[src/rtl/vlsu_pkg.sv]
// rtl/vlsu_pkg.sv - shared types and helpers for the vector load/store sequencer
// Contents: state_t (IDLE, ISSUE, DRAIN, DONE), ELEM_BYTES_DEF, vl_width().
// No ports (package).
package vlsu_pkg;

  typedef enum logic [1:0] {
    ST_IDLE  = 2'd0,
    ST_ISSUE = 2'd1,
    ST_DRAIN = 2'd2,
    ST_DONE  = 2'd3
  } state_t;

  localparam int ELEM_BYTES_DEF = 4;

  // Width needed to hold an element count of 0..max_vl inclusive.
  function automatic int vl_width(input int max_vl);
    return $clog2(max_vl + 1);
  endfunction

endpackage

[src/rtl/vlsu_seq_ctrl_if.sv]
// rtl/vlsu_seq_ctrl_if.sv - scalar data-memory port between the sequencer and dmem
// Signals: mem_req_valid/ready/we/addr/wdata (request), mem_rsp_valid/rdata (load response).
// Modports: master (sequencer side), slave (memory side).
interface vlsu_seq_ctrl_if;

  logic        mem_req_valid;
  logic        mem_req_ready;
  logic        mem_req_we;
  logic [31:0] mem_req_addr;
  logic [31:0] mem_req_wdata;
  logic        mem_rsp_valid;
  logic [31:0] mem_rsp_rdata;

  modport master (
    output mem_req_valid, mem_req_we, mem_req_addr, mem_req_wdata,
    input  mem_req_ready, mem_rsp_valid, mem_rsp_rdata
  );

  modport slave (
    input  mem_req_valid, mem_req_we, mem_req_addr, mem_req_wdata,
    output mem_req_ready, mem_rsp_valid, mem_rsp_rdata
  );

endinterface

[src/rtl/vlsu_addr_gen.sv]
// rtl/vlsu_addr_gen.sv - running-sum element address register
// Ports: clk, rst_n (async active-low), load (latch base/stride), step (advance one element),
//        base, stride (byte stride, used only with VLSU_STRIDE_EN), addr (current element address).
// Config: VLSU_STRIDE_EN selects the latched command stride as increment; otherwise ELEM_BYTES.
module vlsu_addr_gen
  import vlsu_pkg::*;
#(
  parameter int ELEM_BYTES = ELEM_BYTES_DEF
) (
  input  logic        clk,
  input  logic        rst_n,
  input  logic        load,
  input  logic        step,
  input  logic [31:0] base,
  input  logic [31:0] stride,
  output logic [31:0] addr
);

  logic [31:0] inc;

`ifdef VLSU_STRIDE_EN
  logic [31:0] stride_q;

  always_ff @(posedge clk or negedge rst_n) begin
    if (!rst_n) begin
      stride_q <= '0;
    end else if (load) begin
      stride_q <= stride;
    end
  end

  assign inc = stride_q;
`else
  logic unused_stride;

  assign unused_stride = ^stride;
  assign inc           = 32'(ELEM_BYTES);
`endif

  // Accumulating the increment replaces base + idx*inc; the 32-bit sum wraps silently.
  always_ff @(posedge clk or negedge rst_n) begin
    if (!rst_n) begin
      addr <= '0;
    end else if (load) begin
      addr <= base;
    end else if (step) begin
      addr <= addr + inc;
    end
  end

endmodule

[src/rtl/vlsu_seq_ctrl.sv]
// rtl/vlsu_seq_ctrl.sv - vector load/store sequencer issuing per-element dmem requests
// Ports: clk, rst_n (async active-low); cmd_valid/ready/store/base/stride/vl (command in);
//        st_idx/st_data (VRF store read); mem (vlsu_seq_ctrl_if.master dmem port);
//        vrf_we/idx/wdata (load write-back); busy, done (one-cycle completion pulse).
// Config: VLSU_STRIDE_EN (in vlsu_addr_gen) enables strided addressing from cmd_stride.
module vlsu_seq_ctrl
  import vlsu_pkg::*;
#(
  parameter int MAX_VL     = 16,
  parameter int ELEM_BYTES = ELEM_BYTES_DEF,
  parameter int MAX_OUT    = 4,
  parameter int VL_W       = vl_width(MAX_VL)
) (
  input  logic                clk,
  input  logic                rst_n,
  input  logic                cmd_valid,
  output logic                cmd_ready,
  input  logic                cmd_store,
  input  logic [31:0]         cmd_base,
  input  logic [31:0]         cmd_stride,
  input  logic [VL_W-1:0]     cmd_vl,
  output logic [3:0]          st_idx,
  input  logic [31:0]         st_data,
  vlsu_seq_ctrl_if.master     mem,
  output logic                vrf_we,
  output logic [3:0]          vrf_idx,
  output logic [31:0]         vrf_wdata,
  output logic                busy,
  output logic                done
);

  localparam int OUT_W = $clog2(MAX_OUT + 1);

  state_t            state, state_nx;
  logic              store_q;
  logic [VL_W-1:0]   vl_q;
  logic [VL_W-1:0]   iss_cnt;
  logic [VL_W-1:0]   rsp_cnt;
  logic [OUT_W-1:0]  out_cnt;

  logic              accept;
  logic              slot_free;
  logic              req_valid;
  logic              xfer;
  logic              ld_xfer;
  logic              last_iss;
  logic              rsp_take;
  logic [VL_W-1:0]   vl_clamped;

  assign cmd_ready  = (state == ST_IDLE);
  assign accept     = cmd_valid && cmd_ready;
  assign vl_clamped = (cmd_vl > VL_W'(MAX_VL)) ? VL_W'(MAX_VL) : cmd_vl;

  // Stores never wait for responses, so only loads are throttled by outstanding slots.
  assign slot_free  = store_q || (out_cnt < OUT_W'(MAX_OUT));
  assign req_valid  = (state == ST_ISSUE) && (iss_cnt < vl_q) && slot_free;
  assign xfer       = req_valid && mem.mem_req_ready;
  assign ld_xfer    = xfer && !store_q;
  assign last_iss   = (iss_cnt + VL_W'(1)) == vl_q;

  // Responses only count while a load is in flight; strays after reset or during stores drop.
  assign rsp_take   = mem.mem_rsp_valid && !store_q &&
                      ((state == ST_ISSUE) || (state == ST_DRAIN));

  assign mem.mem_req_valid = req_valid;
  assign mem.mem_req_we    = store_q;
  assign mem.mem_req_wdata = req_valid ? st_data : '0;
  assign st_idx            = iss_cnt[3:0];

  assign vrf_we    = rsp_take;
  assign vrf_idx   = rsp_cnt[3:0];
  assign vrf_wdata = rsp_take ? mem.mem_rsp_rdata : '0;

  assign busy = (state != ST_IDLE);
  assign done = (state == ST_DONE);

  vlsu_addr_gen #(
    .ELEM_BYTES (ELEM_BYTES)
  ) u_addr_gen (
    .clk    (clk),
    .rst_n  (rst_n),
    .load   (accept),
    .step   (xfer),
    .base   (cmd_base),
    .stride (cmd_stride),
    .addr   (mem.mem_req_addr)
  );

  always_ff @(posedge clk or negedge rst_n) begin
    if (!rst_n) begin
      state <= ST_IDLE;
    end else begin
      state <= state_nx;
    end
  end

  always_comb begin
    state_nx = state;
    case (state)
      ST_IDLE: begin
        if (cmd_valid) state_nx = ST_ISSUE;
      end
      ST_ISSUE: begin
        if (vl_q == '0) begin
          state_nx = ST_DONE;
        end else if (xfer && last_iss) begin
          state_nx = store_q ? ST_DONE : ST_DRAIN;
        end
      end
      ST_DRAIN: begin
        if (rsp_cnt == vl_q) state_nx = ST_DONE;
      end
      ST_DONE: begin
        state_nx = ST_IDLE;
      end
      default: begin
        state_nx = ST_IDLE;
      end
    endcase
  end

  always_ff @(posedge clk or negedge rst_n) begin
    if (!rst_n) begin
      store_q <= 1'b0;
      vl_q    <= '0;
      iss_cnt <= '0;
      rsp_cnt <= '0;
      out_cnt <= '0;
    end else if (accept) begin
      store_q <= cmd_store;
      vl_q    <= vl_clamped;
      iss_cnt <= '0;
      rsp_cnt <= '0;
      out_cnt <= '0;
    end else begin
      if (xfer)     iss_cnt <= iss_cnt + VL_W'(1);
      if (rsp_take) rsp_cnt <= rsp_cnt + VL_W'(1);
      // A load issue and a response in the same cycle cancel out.
      case ({ld_xfer, rsp_take})
        2'b10:   out_cnt <= out_cnt + OUT_W'(1);
        2'b01:   out_cnt <= out_cnt - OUT_W'(1);
        default: out_cnt <= out_cnt;
      endcase
    end
  end

endmodule

[src/flat_wrapper.sv]
// flat-port wrapper written by rule: the top's interface ports become plain ports
module vlsu_seq_ctrl_flat import vlsu_pkg::*;
#(
  parameter int MAX_VL     = 16,
  parameter int ELEM_BYTES = ELEM_BYTES_DEF,
  parameter int MAX_OUT    = 4,
  parameter int VL_W       = vl_width(MAX_VL)
)
  (clk, rst_n, cmd_valid, cmd_ready, cmd_store, cmd_base, cmd_stride, cmd_vl, st_idx, st_data, vrf_we, vrf_idx, vrf_wdata, busy, done, mem_mem_req_valid, mem_mem_req_we, mem_mem_req_addr, mem_mem_req_wdata, mem_mem_req_ready, mem_mem_rsp_valid, mem_mem_rsp_rdata);
  vlsu_seq_ctrl_if mem_i ();
  input  logic clk;
  input  logic rst_n;
  input  logic cmd_valid;
  output logic cmd_ready;
  input  logic cmd_store;
  input  logic [31:0] cmd_base;
  input  logic [31:0] cmd_stride;
  input  logic [VL_W-1:0] cmd_vl;
  output logic [3:0] st_idx;
  input  logic [31:0] st_data;
  output logic vrf_we;
  output logic [3:0] vrf_idx;
  output logic [31:0] vrf_wdata;
  output logic busy;
  output logic done;
  output wire logic [$bits(mem_i.mem_req_valid)-1:0] mem_mem_req_valid;
  output wire logic [$bits(mem_i.mem_req_we)-1:0] mem_mem_req_we;
  output wire logic [$bits(mem_i.mem_req_addr)-1:0] mem_mem_req_addr;
  output wire logic [$bits(mem_i.mem_req_wdata)-1:0] mem_mem_req_wdata;
  input wire logic [$bits(mem_i.mem_req_ready)-1:0] mem_mem_req_ready;
  input wire logic [$bits(mem_i.mem_rsp_valid)-1:0] mem_mem_rsp_valid;
  input wire logic [$bits(mem_i.mem_rsp_rdata)-1:0] mem_mem_rsp_rdata;
  assign mem_mem_req_valid = mem_i.mem_req_valid;
  assign mem_mem_req_we = mem_i.mem_req_we;
  assign mem_mem_req_addr = mem_i.mem_req_addr;
  assign mem_mem_req_wdata = mem_i.mem_req_wdata;
  assign mem_i.mem_req_ready = mem_mem_req_ready;
  assign mem_i.mem_rsp_valid = mem_mem_rsp_valid;
  assign mem_i.mem_rsp_rdata = mem_mem_rsp_rdata;
  vlsu_seq_ctrl #(.MAX_VL(MAX_VL), .ELEM_BYTES(ELEM_BYTES), .MAX_OUT(MAX_OUT), .VL_W(VL_W)) u_core (.clk(clk), .rst_n(rst_n), .cmd_valid(cmd_valid), .cmd_ready(cmd_ready), .cmd_store(cmd_store), .cmd_base(cmd_base), .cmd_stride(cmd_stride), .cmd_vl(cmd_vl), .st_idx(st_idx), .st_data(st_data), .mem(mem_i), .vrf_we(vrf_we), .vrf_idx(vrf_idx), .vrf_wdata(vrf_wdata), .busy(busy), .done(done));
endmodule
[config.mk]
export PLATFORM = sky130hd
export DESIGN_NAME = vlsu_seq_ctrl_flat
export DESIGN_NICKNAME = d
export VERILOG_FILES = /design/src/rtl/vlsu_pkg.sv /design/src/rtl/vlsu_seq_ctrl_if.sv /design/src/rtl/vlsu_addr_gen.sv /design/src/rtl/vlsu_seq_ctrl.sv /design/src/flat_wrapper.sv
export SDC_FILE = /design/constraint.sdc
export NUM_CORES = 1
export LEC_CHECK = 0
export CAP_MARGIN = 20
export CORE_MARGIN = 1.5
export CORE_UTILIZATION = 33
export CTS_BUF_LIST = sky130_fd_sc_hd__clkbuf_8
export CTS_CLUSTER_SIZE = 10
export DETAILED_ROUTE_END_ITERATION = 6
export PLACE_DENSITY = 0.87
export SYNTH_ARGS = -nofsm -noshare
export SYNTH_HDL_FRONTEND = slang
export SYNTH_SLANG_ARGS = --single-unit
[constraint.sdc]
create_clock -name clk -period 2.9 [get_ports clk]
set_input_delay 0.58 -clock clk [delete_from_list [all_inputs] [get_ports clk]]
set_output_delay 0.58 -clock clk [all_outputs]
set_load 0.01 [all_outputs]
==> metrics.txt, run 1 <==
# TYPE chip_impl_metric gauge
chip_impl_metric{name="track_usage",unit="%"} 19.57
chip_impl_metric{name="global_route.overflow_total",unit=""} 0
chip_impl_metric{name="fin_skew",unit="ns"} 0.01253
chip_impl_info{name="crit_slowest_cell",value="sky130_fd_sc_hd__dfrtp_1"} 1
chip_impl_metric{name="finalSetupViolations",unit=""} 0
chip_impl_metric{name="firstDrtPassIters",unit=""} 4
chip_impl_metric{name="period_minus_slack",unit="ns"} 2.863
chip_impl_info{name="critPathCaptureType",value="flop"} 1
chip_impl_info{name="r2r-end",value="u_core.out_cnt[2]"} 1
chip_impl_metric{name="synth_cell_type_count",unit=""} 41
chip_impl_info{name="run_status",value="finished clean"} 1
chip_impl_metric{name="yosys_register_bits",unit=""} 53
chip_impl_metric{name="yosysTopAreaCellShare",unit="%"} 37.70
chip_impl_metric{name="later_pin_clock_latency_in_the_skew_report",unit="ns"} 0.31
chip_impl_metric{name="syn-mean-instance-area",unit="sq um"} 8.602
chip_impl_metric{name="placed_cells",unit=""} 752
chip_impl_info{name="critical_path.reg2reg.startpoint",value="u_core.iss_cnt[1]"} 1
chip_impl_metric{name="final_max_slew_viol_count",unit=""} 0
chip_impl_metric{name="wirelength",unit="mm"} 11.20
chip_impl_metric{name="nFillCells",unit=""} 881
chip_impl_metric{name="cts_made_buffers",unit=""} 5
chip_impl_metric{name="dp_hpwl",unit="mm"} 8.527
chip_impl_metric{name="layout-drive-gt1-share",unit="%"} 12.95
chip_impl_metric{name="syn-instance-count",unit=""} 409
chip_impl_metric{name="synth-async-reset-ratio",unit="%"} 100.0
chip_impl_info{name="rsz0062_at_grt",value="yes"} 1
chip_impl_metric{name="effective_utilization_at_floorplan",unit="%"} 34.08
chip_impl_metric{name="fmaxAchievable",unit="MHz"} 349.3
chip_impl_metric{name="nNetsFinal",unit=""} 785
chip_impl_metric{name="worst-endpoint-arrival",unit="ns"} 3.10
chip_impl_metric{name="syn_area",unit="sq um"} 3518
chip_impl_metric{name="flow.area_growth_from_synthesis",unit="%"} 72.44
chip_impl_metric{name="initialDrtViolationCount",unit=""} 125
chip_impl_metric{name="non_filler_instances",unit=""} 769
chip_impl_metric{name="floorplan.die_area",unit="sq um"} 11290
chip_impl_metric{name="initial_antenna_violation_count",unit=""} 0
chip_impl_info{name="tritoncts_clock_tree",value="yes"} 1
chip_impl_info{name="synth.top_cells.by_area",value="sky130_fd_sc_hd__dfrtp_1 (38%), sky130_fd_sc_hd__and2_1 (12%), sky130_fd_sc_hd__xor2_1 (8.5%)"} 1
chip_impl_metric{name="required_time_at_the_worst_slack_endpoint",unit="ns"} 3.14
chip_impl_metric{name="max-clock-path-buffers",unit=""} 2
chip_impl_metric{name="route.detailed.wl_per_inst",unit="um"} 14.57
chip_impl_metric{name="worst_setup_hold_path_clk_slew",unit="ns"} 0.11
chip_impl_metric{name="diodes_inserted",unit=""} 0
chip_impl_metric{name="number_of_global_route_vias_before_repair",unit=""} 3749
chip_impl_metric{name="power_per_cell_area",unit="nW/um^2"} 872.6
chip_impl_metric{name="timing.reg2reg.worst_path_depth",unit=""} 10
chip_impl_metric{name="post-route-drc-count",unit=""} 0
chip_impl_info{name="critPathLaunchType",value="flop"} 1
chip_impl_metric{name="total_leakage_power",unit="nW"} 3.091
chip_impl_metric{name="maxSlewHeadroom",unit="%"} 54.43
chip_impl_metric{name="cts_hold_repair.buffers",unit=""} 0
chip_impl_info{name="hp-class",value="input pin to asynchronous set/reset pin"} 1
chip_impl_metric{name="io-pin-count",unit=""} 249
chip_impl_metric{name="worst_ir_drop_on_vdd",unit="V"} 0.0004696
chip_impl_metric{name="sum_of_negative_setup_slack",unit="ns"} 0
chip_impl_metric{name="buffer_ports.inserted",unit=""} 216
chip_impl_metric{name="dr_total_vias",unit=""} 3678
chip_impl_metric{name="std_cell_rows",unit=""} 37
chip_impl_info{name="worstPathCellList",value="ha_1 > nor2b_1 > o2111a_2 > or3_4 > or2_4 > ha_4 > fa_2 > xnor2_1 > or3_1 > a21oi_2"} 1
chip_impl_info{name="synth_flop_cell",value="sky130_fd_sc_hd__dfrtp_1"} 1
chip_impl_metric{name="ys.warnings.count",unit=""} 0
chip_impl_metric{name="synth.yosys.seq_area_share",unit="%"} 37.70
chip_impl_metric{name="floorplan.die.width",unit="um"} 106.3
chip_impl_metric{name="postRouteAntennaNets",unit=""} 0
chip_impl_metric{name="viasPerCell",unit=""} 4.783
chip_impl_metric{name="drv_cap",unit=""} 0
chip_impl_info{name="worst_setup_sp",value="u_core.iss_cnt[1]"} 1
chip_impl_metric{name="htreeDepth",unit=""} 2
chip_impl_metric{name="critical_path.max_stage_delay",unit="ns"} 0.40
chip_impl_metric{name="placeable_area",unit="sq um"} 10320
chip_impl_info{name="clockRootBuffer",value="sky130_fd_sc_hd__clkbuf_8"} 1
chip_impl_metric{name="critPathMaxFanout",unit=""} 3
chip_impl_info{name="synth.largest_area_cell",value="sky130_fd_sc_hd__dfrtp_1"} 1
chip_impl_metric{name="globalplace.congestion",unit=""} 0.8111
chip_impl_metric{name="worstMarginPinSlew",unit="ns"} 0.6836
chip_impl_metric{name="period_share",unit="%"} 98.72
chip_impl_info{name="critPathKind",value="flop to flop"} 1
chip_impl_metric{name="synth_enable_flop_cells",unit=""} 0
chip_impl_metric{name="grt_pass1_wl",unit="mm"} 17.94
chip_impl_metric{name="finalHoldViolCount",unit=""} 0
chip_impl_metric{name="regToRegSetupSlack",unit="ns"} 0.04
chip_impl_metric{name="pin_count_of_the_biggest_net_entering_global_routing",unit=""} 54
chip_impl_metric{name="syn_nets",unit=""} 562
chip_impl_metric{name="cts_num_sinks",unit=""} 53
chip_impl_metric{name="chipHeight",unit="um"} 106.3
==> worst max-delay path, delay by kind of cell, from the launching register on <==
| family | cells | cell delay (ns) |
|---|---|---|
| adders and majority gates | 3 | 0.80 |
| AOI/OAI and AO/OA | 2 | 0.41 |
| DFF | 1 | 0.40 |
| xor gates and xnor gates | 1 | 0.15 |
| and+or+nand+nor | 4 | 1.04 |
==> cells in the mapped netlist, types with 6 or more instances <==
cell and n:
sky130_fd_sc_hd__and2_1 67, sky130_fd_sc_hd__nand3_1 20, sky130_fd_sc_hd__and3_1 7, sky130_fd_sc_hd__nand3b_1 6, sky130_fd_sc_hd__inv_1 11, sky130_fd_sc_hd__dfrtp_1 53, sky130_fd_sc_hd__o21ai_1 23, sky130_fd_sc_hd__nor2_1 22
sky130_fd_sc_hd__nand4_1 11, sky130_fd_sc_hd__o21ai_0 16, sky130_fd_sc_hd__ha_1 13, sky130_fd_sc_hd__xnor2_1 13, sky130_fd_sc_hd__clkbuf_1 16, sky130_fd_sc_hd__buf_4 8, sky130_fd_sc_hd__xor2_1 34, sky130_fd_sc_hd__nand2_1 49
==> through the flow <==
step                worst slack [ns]  cell area (sq um)  total power [mW]  util [%]  hold WS (ns)
global placement            0.008141               5893             4.604     57.08        0.4648
global route                -0.07262               6067             5.690     58.77        0.4345
finish                       0.03725               6067             5.294     58.77        0.3823
CTS                         0.007885               6108             5.411     59.17        0.4136
detailed placement          -0.02049               5893             4.725     57.08        0.4732
floorplan                   -0.07521               3537             2.993         -        0.2844
==> layout by cell type (no fill, tap or decap), types with 16 or more instances in the layout <==
cell type	instances
sky130_fd_sc_hd__clkdlybuf4s50_1	151
sky130_fd_sc_hd__dlymetal6s2s_1	31
sky130_fd_sc_hd__clkbuf_2	32
sky130_fd_sc_hd__nand3_1	20
sky130_fd_sc_hd__dfrtp_1	53
sky130_fd_sc_hd__nor2_1	22
sky130_fd_sc_hd__o21ai_0	16
sky130_fd_sc_hd__xor2_1	34
sky130_fd_sc_hd__nand2_1	49
sky130_fd_sc_hd__buf_4	23
sky130_fd_sc_hd__and2_1	66
sky130_fd_sc_hd__o21ai_1	23
==> repair_timing <==
action | in CTS | in global routing
cloned | 2 | 0
resized for setup | 37 | 100
endpoints found under the setup margin | 66 | 65
pin swaps | 3 | 1
buffers inserted | 7 | 0
==> state kept, by name, indices dropped and copies added (netlist names) <==
signal / flops
u_core.out_cnt: 3
u_core.iss_cnt: 5
u_core.state: 2
u_core.rsp_cnt: 5
u_core.u_addr_gen.addr: 32
u_core.mem.mem_req_we: 1
u_core.vl_q: 5
==> where the power goes <==
part | internal, mW | switching, mW
clock | 0.259 | 0.262
sequential | 1.06 | 0.342
combinational | 1.83 | 1.54
==> worst max path at each step <==
stage	end	slack, ns	depth (start not counted)
6_report	u_core.out_cnt[2]	0.04	10
5_1_grt	u_core.out_cnt[2]	-0.07	11
4_1_cts	vrf_wdata[23]	0.008	7
3_5_place_dp	u_core.out_cnt[2]	-0.02	9
3_3_place_gp	u_core.out_cnt[2]	0.008	9
2_1_floorplan	u_core.out_cnt[2]	-0.08	12
==> layout make-up <==
cell class / instances / area, sq um / area share (%)
inverter: 11 / 41.29 / 0.6806
tap: 136 / 170.2 / 2.805
sequential: 53 / 1326 / 21.86
clock buffer: 5 / 68.82 / 1.134
clock inverter: 3 / 46.29 / 0.7630
multi-input combinational: 317 / 2056 / 33.88
timing repair buffer: 244 / 2359 / 38.87
==> per-layer routing <==
layer | vias to the layer above | routed length [um] | GRT usage (%)
li1 | 1801 | - | -
met1 | 1736 | 4398 | 22.51
met2 | 133 | 6038 | 36.96
met3 | 8 | 687 | 4.169
met4 | 0 | 77 | 3.958
met5 | - | 0 | 0
==> cell families (layout without fill, tap and decap cells) <==
group	Yosys count	in the layout	synth area share (%)
AOI/OAI and AO/OA	52	52	8.286
xor gates and xnor gates	47	47	11.70
adders and majority gates	14	14	5.192
buffers and inverters	39	263	5.299
DFF	53	53	37.70
muxes	4	4	1.138
and+or+nand+nor	200	200	30.69
No activity file was read; power rests on OpenSTA's default activity.
==> inputs of run 2 (changes only) <==
- CORE_UTILIZATION: 33 -> 32
- CTS_BUF_LIST: sky130_fd_sc_hd__clkbuf_8 -> sky130_fd_sc_hd__clkbuf_16
- PLACE_DENSITY: 0.87 -> 0.82
==> metrics.txt, run 2 (synthesized netlist as in run 1, its figures left out) <==
# TYPE chip_impl_metric gauge
chip_impl_metric{name="sum_of_negative_setup_slack",unit="ns"} 0
chip_impl_metric{name="power_per_cell_area",unit="nW/um^2"} 866.0
chip_impl_metric{name="setup_slack_of_the_critical_path_after_layout",unit="ns"} 0.0001128
chip_impl_metric{name="floorplan.die_area",unit="sq um"} 11630
chip_impl_metric{name="timing.reg2reg.worst_path_depth",unit=""} 10
chip_impl_metric{name="postRouteAntennaNets",unit=""} 0
chip_impl_metric{name="dr_total_vias",unit=""} 3669
chip_impl_metric{name="cts_hold_repair.buffers",unit=""} 0
chip_impl_metric{name="floorplan.die.width",unit="um"} 107.9
chip_impl_metric{name="post-route-drc-count",unit=""} 0
chip_impl_info{name="critPathKind",value="flop to flop"} 1
chip_impl_metric{name="period_minus_slack",unit="ns"} 2.900
chip_impl_metric{name="htreeDepth",unit=""} 2
chip_impl_metric{name="final_standard_cell_utilization_of_the_core",unit="%"} 57.20
chip_impl_metric{name="grt_pass1_wl",unit="mm"} 17.41
chip_impl_metric{name="global_route.overflow_total",unit=""} 0
chip_impl_metric{name="nNetsFinal",unit=""} 787
chip_impl_metric{name="worst_ir_drop_on_vdd",unit="V"} 0.0004801
chip_impl_metric{name="pin_count_of_the_biggest_net_entering_global_routing",unit=""} 49
chip_impl_metric{name="required_time_at_the_worst_slack_endpoint",unit="ns"} 3.12
chip_impl_info{name="top_register",value="u_core.u_addr_gen.addr"} 1
chip_impl_metric{name="preCtsSetupSlack",unit="ns"} -0.01844
chip_impl_info{name="clockRootBuffer",value="sky130_fd_sc_hd__clkbuf_16"} 1
chip_impl_metric{name="finalInstanceArea",unit="sq um"} 6173
chip_impl_metric{name="route.detailed.wl_per_inst",unit="um"} 14.45
chip_impl_metric{name="non_filler_instances",unit=""} 775
chip_impl_metric{name="postPlaceCellArea",unit="sq um"} 5886
chip_impl_metric{name="drv_cap",unit=""} 0
chip_impl_metric{name="chipHeight",unit="um"} 107.9
chip_impl_metric{name="initial_antenna_violation_count",unit=""} 0
chip_impl_info{name="rsz0062_at_grt",value="yes"} 1
chip_impl_metric{name="finalHoldViolCount",unit=""} 0
chip_impl_metric{name="fin_skew",unit="ns"} 0.006910
chip_impl_info{name="critPathCaptureType",value="flop"} 1
chip_impl_info{name="layout_commonest_cell",value="sky130_fd_sc_hd__clkdlybuf4s50_1"} 1
chip_impl_metric{name="worst_setup_hold_path_clk_slew",unit="ns"} 0.07
chip_impl_metric{name="buffer_ports.inserted",unit=""} 216
chip_impl_metric{name="cts_num_sinks",unit=""} 53
chip_impl_metric{name="final_max_slew_viol_count",unit=""} 0
chip_impl_metric{name="maxSlewHeadroom",unit="%"} 59.22
chip_impl_metric{name="track_usage",unit="%"} 18.67
chip_impl_metric{name="wirelength",unit="mm"} 11.20
chip_impl_info{name="hp-class",value="input pin to asynchronous set/reset pin"} 1
chip_impl_info{name="mostFrequentLayoutCells",value="sky130_fd_sc_hd__clkdlybuf4s50_1 (150), sky130_fd_sc_hd__and2_1 (66), sky130_fd_sc_hd__dfrtp_1 (53)"} 1
chip_impl_metric{name="fin_hold_ws",unit="ns"} 0.2901
chip_impl_metric{name="totalPowerFinal",unit="mW"} 5.346
chip_impl_metric{name="firstDrtPassIters",unit=""} 4
chip_impl_metric{name="largest_register_ffs",unit=""} 32
chip_impl_metric{name="flow.area_growth_from_synthesis",unit="%"} 75.46
chip_impl_metric{name="diodes_inserted",unit=""} 0
chip_impl_info{name="run_status",value="finished clean"} 1
chip_impl_metric{name="number_of_global_route_vias_before_repair",unit=""} 3617
chip_impl_metric{name="io-pin-count",unit=""} 249
chip_impl_metric{name="worstMarginPinSlew",unit="ns"} 0.6116
chip_impl_info{name="tritoncts_clock_tree",value="yes"} 1
chip_impl_info{name="critPathLaunchType",value="flop"} 1
chip_impl_metric{name="dp_hpwl",unit="mm"} 8.530
chip_impl_metric{name="effective_utilization_at_floorplan",unit="%"} 32.60
chip_impl_metric{name="cts_made_buffers",unit=""} 5
chip_impl_metric{name="worst-endpoint-arrival",unit="ns"} 3.12
chip_impl_metric{name="viasPerCell",unit=""} 4.734
chip_impl_metric{name="period_share",unit="%"} 100.0
chip_impl_metric{name="later_pin_clock_latency_in_the_skew_report",unit="ns"} 0.29
chip_impl_metric{name="globalplace.congestion",unit=""} 0.8510
chip_impl_metric{name="std_cell_rows",unit=""} 38
chip_impl_metric{name="critPathMaxFanout",unit=""} 3
chip_impl_metric{name="max-clock-path-buffers",unit=""} 2
chip_impl_metric{name="finalSetupViolations",unit=""} 0
chip_impl_metric{name="nFillCells",unit=""} 949
chip_impl_metric{name="initialDrtViolationCount",unit=""} 143
chip_impl_metric{name="placeable_area",unit="sq um"} 10790
chip_impl_metric{name="total_leakage_power",unit="nW"} 3.095
chip_impl_metric{name="placed_cells",unit=""} 756
chip_impl_metric{name="layout-drive-gt1-share",unit="%"} 10.24
chip_impl_metric{name="fmaxAchievable",unit="MHz"} 344.8
-- run 2: cell count changes in the layout (fill, tap and decap cells not counted), moves of 2 or more --
| cell | previous run | this run |
|---|---|---|
| sky130_fd_sc_hd__dlygate4sd2_1 | 1 | 14 |
| sky130_fd_sc_hd__buf_12 | 3 | 1 |
| sky130_fd_sc_hd__dlymetal6s2s_1 | 31 | 27 |
| sky130_fd_sc_hd__buf_6 | 0 | 3 |
| sky130_fd_sc_hd__clkbuf_16 | 1 | 5 |
| sky130_fd_sc_hd__clkbuf_8 | 5 | 0 |
| sky130_fd_sc_hd__clkbuf_2 | 32 | 14 |
| sky130_fd_sc_hd__clkdlybuf4s15_1 | 0 | 10 |
-- run 2: per-layer routing --
layer / vias to the layer above / GRT usage, % / wire [um]
met5: - / 0 / 0
met4: 0 / 2.914 / 46
met3: 5 / 3.511 / 691
met2: 129 / 33.48 / 5778
met1: 1732 / 23.64 / 4682
li1: 1803 / - / -
-- run 2: area by class of cell --
class	count	area, sq um	area share (%)
clock buffer	5	125.1	2.027
clock inverter	3	18.77	0.3040
inverter	11	41.29	0.6688
multi-input combinational	317	2056	33.30
sequential	53	1326	21.48
tap	140	175.2	2.837
timing repair buffer	246	2431	39.38
-- run 2: final timing paths --
| kind | endpoint | slack (ns) | from |
|---|---|---|---|
| min in group clk | u_core.u_addr_gen.addr[0] | 0.48 | u_core.u_addr_gen.addr[0] |
| hold reg to reg | u_core.u_addr_gen.addr[0] | 0.48 | u_core.u_addr_gen.addr[0] |
| max in group asynchronous | u_core.out_cnt[1] | 2.04 | rst_n |
| setup / recovery | u_core.out_cnt[2] | 0.0001 | u_core.iss_cnt[1] |
| setup reg to reg | u_core.out_cnt[2] | 0.0001 | u_core.iss_cnt[1] |
| hold / removal | u_core.u_addr_gen.addr[22] | 0.29 | rst_n |
-- run 2: critical path, cell delays in order, from the launching register on --
cell	delay, ns
sky130_fd_sc_hd__dfrtp_1	0.39
sky130_fd_sc_hd__ha_1	0.29
sky130_fd_sc_hd__nor2b_1	0.13
sky130_fd_sc_hd__o2111a_2	0.28
sky130_fd_sc_hd__or3_4	0.39
sky130_fd_sc_hd__or2_4	0.24
sky130_fd_sc_hd__ha_4	0.17
sky130_fd_sc_hd__fa_2	0.33
sky130_fd_sc_hd__xnor2_1	0.14
sky130_fd_sc_hd__or3_1	0.34
sky130_fd_sc_hd__a21oi_2	0.12
-- run 2: report_power, final --
group / switching (mW) / internal (mW) / leakage (nW)
sequential: 0.361 / 1.06 / 0.668
combinational: 1.49 / 1.84 / 2.36
clock: 0.279 / 0.318 / 0.0672
-- run 2: what timing repair did --
action                                  in CTS  in global routing
buffers inserted                             3                  4
pin swaps                                    3                  0
gates cloned                                 1                  2
endpoints found under the hold margin        0                  0
endpoints found under the setup margin      66                 60
gates resized for setup                     41                 75
==> patch (settings of run 1) <==
`MAX_VL` is set to 16 in 2 places; all go to 18.
--- a/src/rtl/vlsu_seq_ctrl.sv
+++ b/src/rtl/vlsu_seq_ctrl.sv
@@ -6,7 +6,7 @@
 module vlsu_seq_ctrl
   import vlsu_pkg::*;
 #(
-  parameter int MAX_VL     = 16,
+  parameter int MAX_VL     = 18,
   parameter int ELEM_BYTES = ELEM_BYTES_DEF,
   parameter int MAX_OUT    = 4,
   parameter int VL_W       = vl_width(MAX_VL)
--- a/src/flat_wrapper.sv
+++ b/src/flat_wrapper.sv
@@ -1,7 +1,7 @@
 // flat-port wrapper written by rule: the top's interface ports become plain ports
 module vlsu_seq_ctrl_flat import vlsu_pkg::*;
 #(
-  parameter int MAX_VL     = 16,
+  parameter int MAX_VL     = 18,
   parameter int ELEM_BYTES = ELEM_BYTES_DEF,
   parameter int MAX_OUT    = 4,
   parameter int VL_W       = vl_width(MAX_VL)
Behaviour: no difference found for any inputs over 10 cycles, from zero or initial values and one cycle with rst_n low; that may be too few to reach the edited logic, so the function may still have changed.
==> patch against run 1 <==
- the flow now finishes with violations (negative setup slack)
- sequential cell count is the same
- die area grew 4.4%
- synthesized area grew 4.6%
- critical path depth grew 3
- design area grew 2.7%
- clock power shrank 19%
- clock skew shrank 0.0035 ns
- power grew 7.0%
- routed wire length grew 6.8%
- worst setup slack lost 0.14 ns
- non-clock buffer count grew 2
- sequential share of layout area shrank 0.58 points
- largest cell class unchanged
- highest routed layer unchanged
==> patch: results (changes against run 1) <==
Synth Area in XOR/XNOR=11.7% (-0.033 points); top cells by area, synth=dfrtp_1, xnor2_1, and3_1; vias in the first global route=3,942 (+5.1%); PostCTS Resize Cnt=113 (+210%); violated checks=negative setup slack; status=complete, but fails checks; adder-cell area share of the yosys netlist=4.97% (-0.23 points); Post-Place Cell Area=6010 µm² (+2.0%); cells after synthesis=420 (+2.7%); Seq/Total Area, Yosys=36.1% (-1.6 points); critical path's top delay family=adder cells; largest net degree at the start of global routing=53 (-1.9%); worst setup margin=-0.107 ns (-0.144 ns); hold slack=0.285 ns (-0.0969 ns); setup violators final=9 (+9); Worst Skew=0.00901 ns (-0.00352 ns); mux cell area share after synthesis=1.39% (+0.26 points); Inst Count DP=760 (+1.1%); via count=3,865 (+5.1%); dpl ws=-0.0786 ns (-0.0581 ns); TNS Setup=-0.333 ns (-0.333 ns); worst r2r src=u_core.vl_q[3]; post-CTS setup buffer count=6 (-1); Total GRT Usage=20.3% (+0.74 points); top cells by count, synth=nand2_1, dfrtp_1, and3_1, and2_1; WL/cell=15.3 µm (+5.0%); Static Leak=2.66 nW (-14%); post-synthesis cell type count=49 (+20%)
patch: cell types whose count changed in the layout (fill, tap and decap cells not counted), sizes merged, moves of 11 or more:
cell and change:
xor2 -11, and2 -33, buf +31, clkbuf -30
dlymetal6s2s -30, and3 +29, clkdlybuf4s50 +30, xnor2 +13
patch: area by class of cell:
type / count / area share [%]
repair buffers: 246 / 38.3
clock inverters: 3 / 0.281
clock buffers: 5 / 1.10
inverters: 11 / 0.662
well taps: 140 / 2.81
flip-flops and latches: 53 / 21.3
multi-input cells: 324 / 35.6
patch: report_power, final:
part	switching, W	internal (W)	leakage [nW]
Combinational	0.00172	0.00207	1.95
Clock	0.000256	0.000168	0.0439
Sequential	0.000384	0.00106	0.670
Total	0.00236	0.00330	2.66
patch: metal layers:
layer	vias up	part of all wire, %	track usage, %
met3	10	8.1	5.55
met5	-	0	0
met2	171	52	38.0
met4	0	0.82	4.04
li1	1875	-	-
met1	1809	39	22.9
patch: cell families (layout without fill, tap and decap cells):
kind of cell,Yosys count,in the layout
flops,53,53
mux,5,5
xor+xnor,49,49
simple gates,207,207
fa+ha+maj,14,14
buf+inv,43,265
compound gates,49,49
patch: how the worst max path moves through the flow:
| stage | to | slack (ns) | start | cells past startpoint |
|---|---|---|---|---|
| after floorplan | u_core.out_cnt[2] | -0.25 | u_core.vl_q[3] | 12 |
| after global placement | u_core.out_cnt[2] | 0.04 | u_core.vl_q[3] | 12 |
| after detailed placement | u_core.out_cnt[2] | -0.08 | u_core.vl_q[3] | 12 |
| after CTS | u_core.out_cnt[2] | -0.12 | u_core.vl_q[3] | 13 |
| after global routing | u_core.out_cnt[2] | -0.25 | u_core.vl_q[3] | 13 |
| final | u_core.out_cnt[2] | -0.11 | u_core.vl_q[3] | 13 |
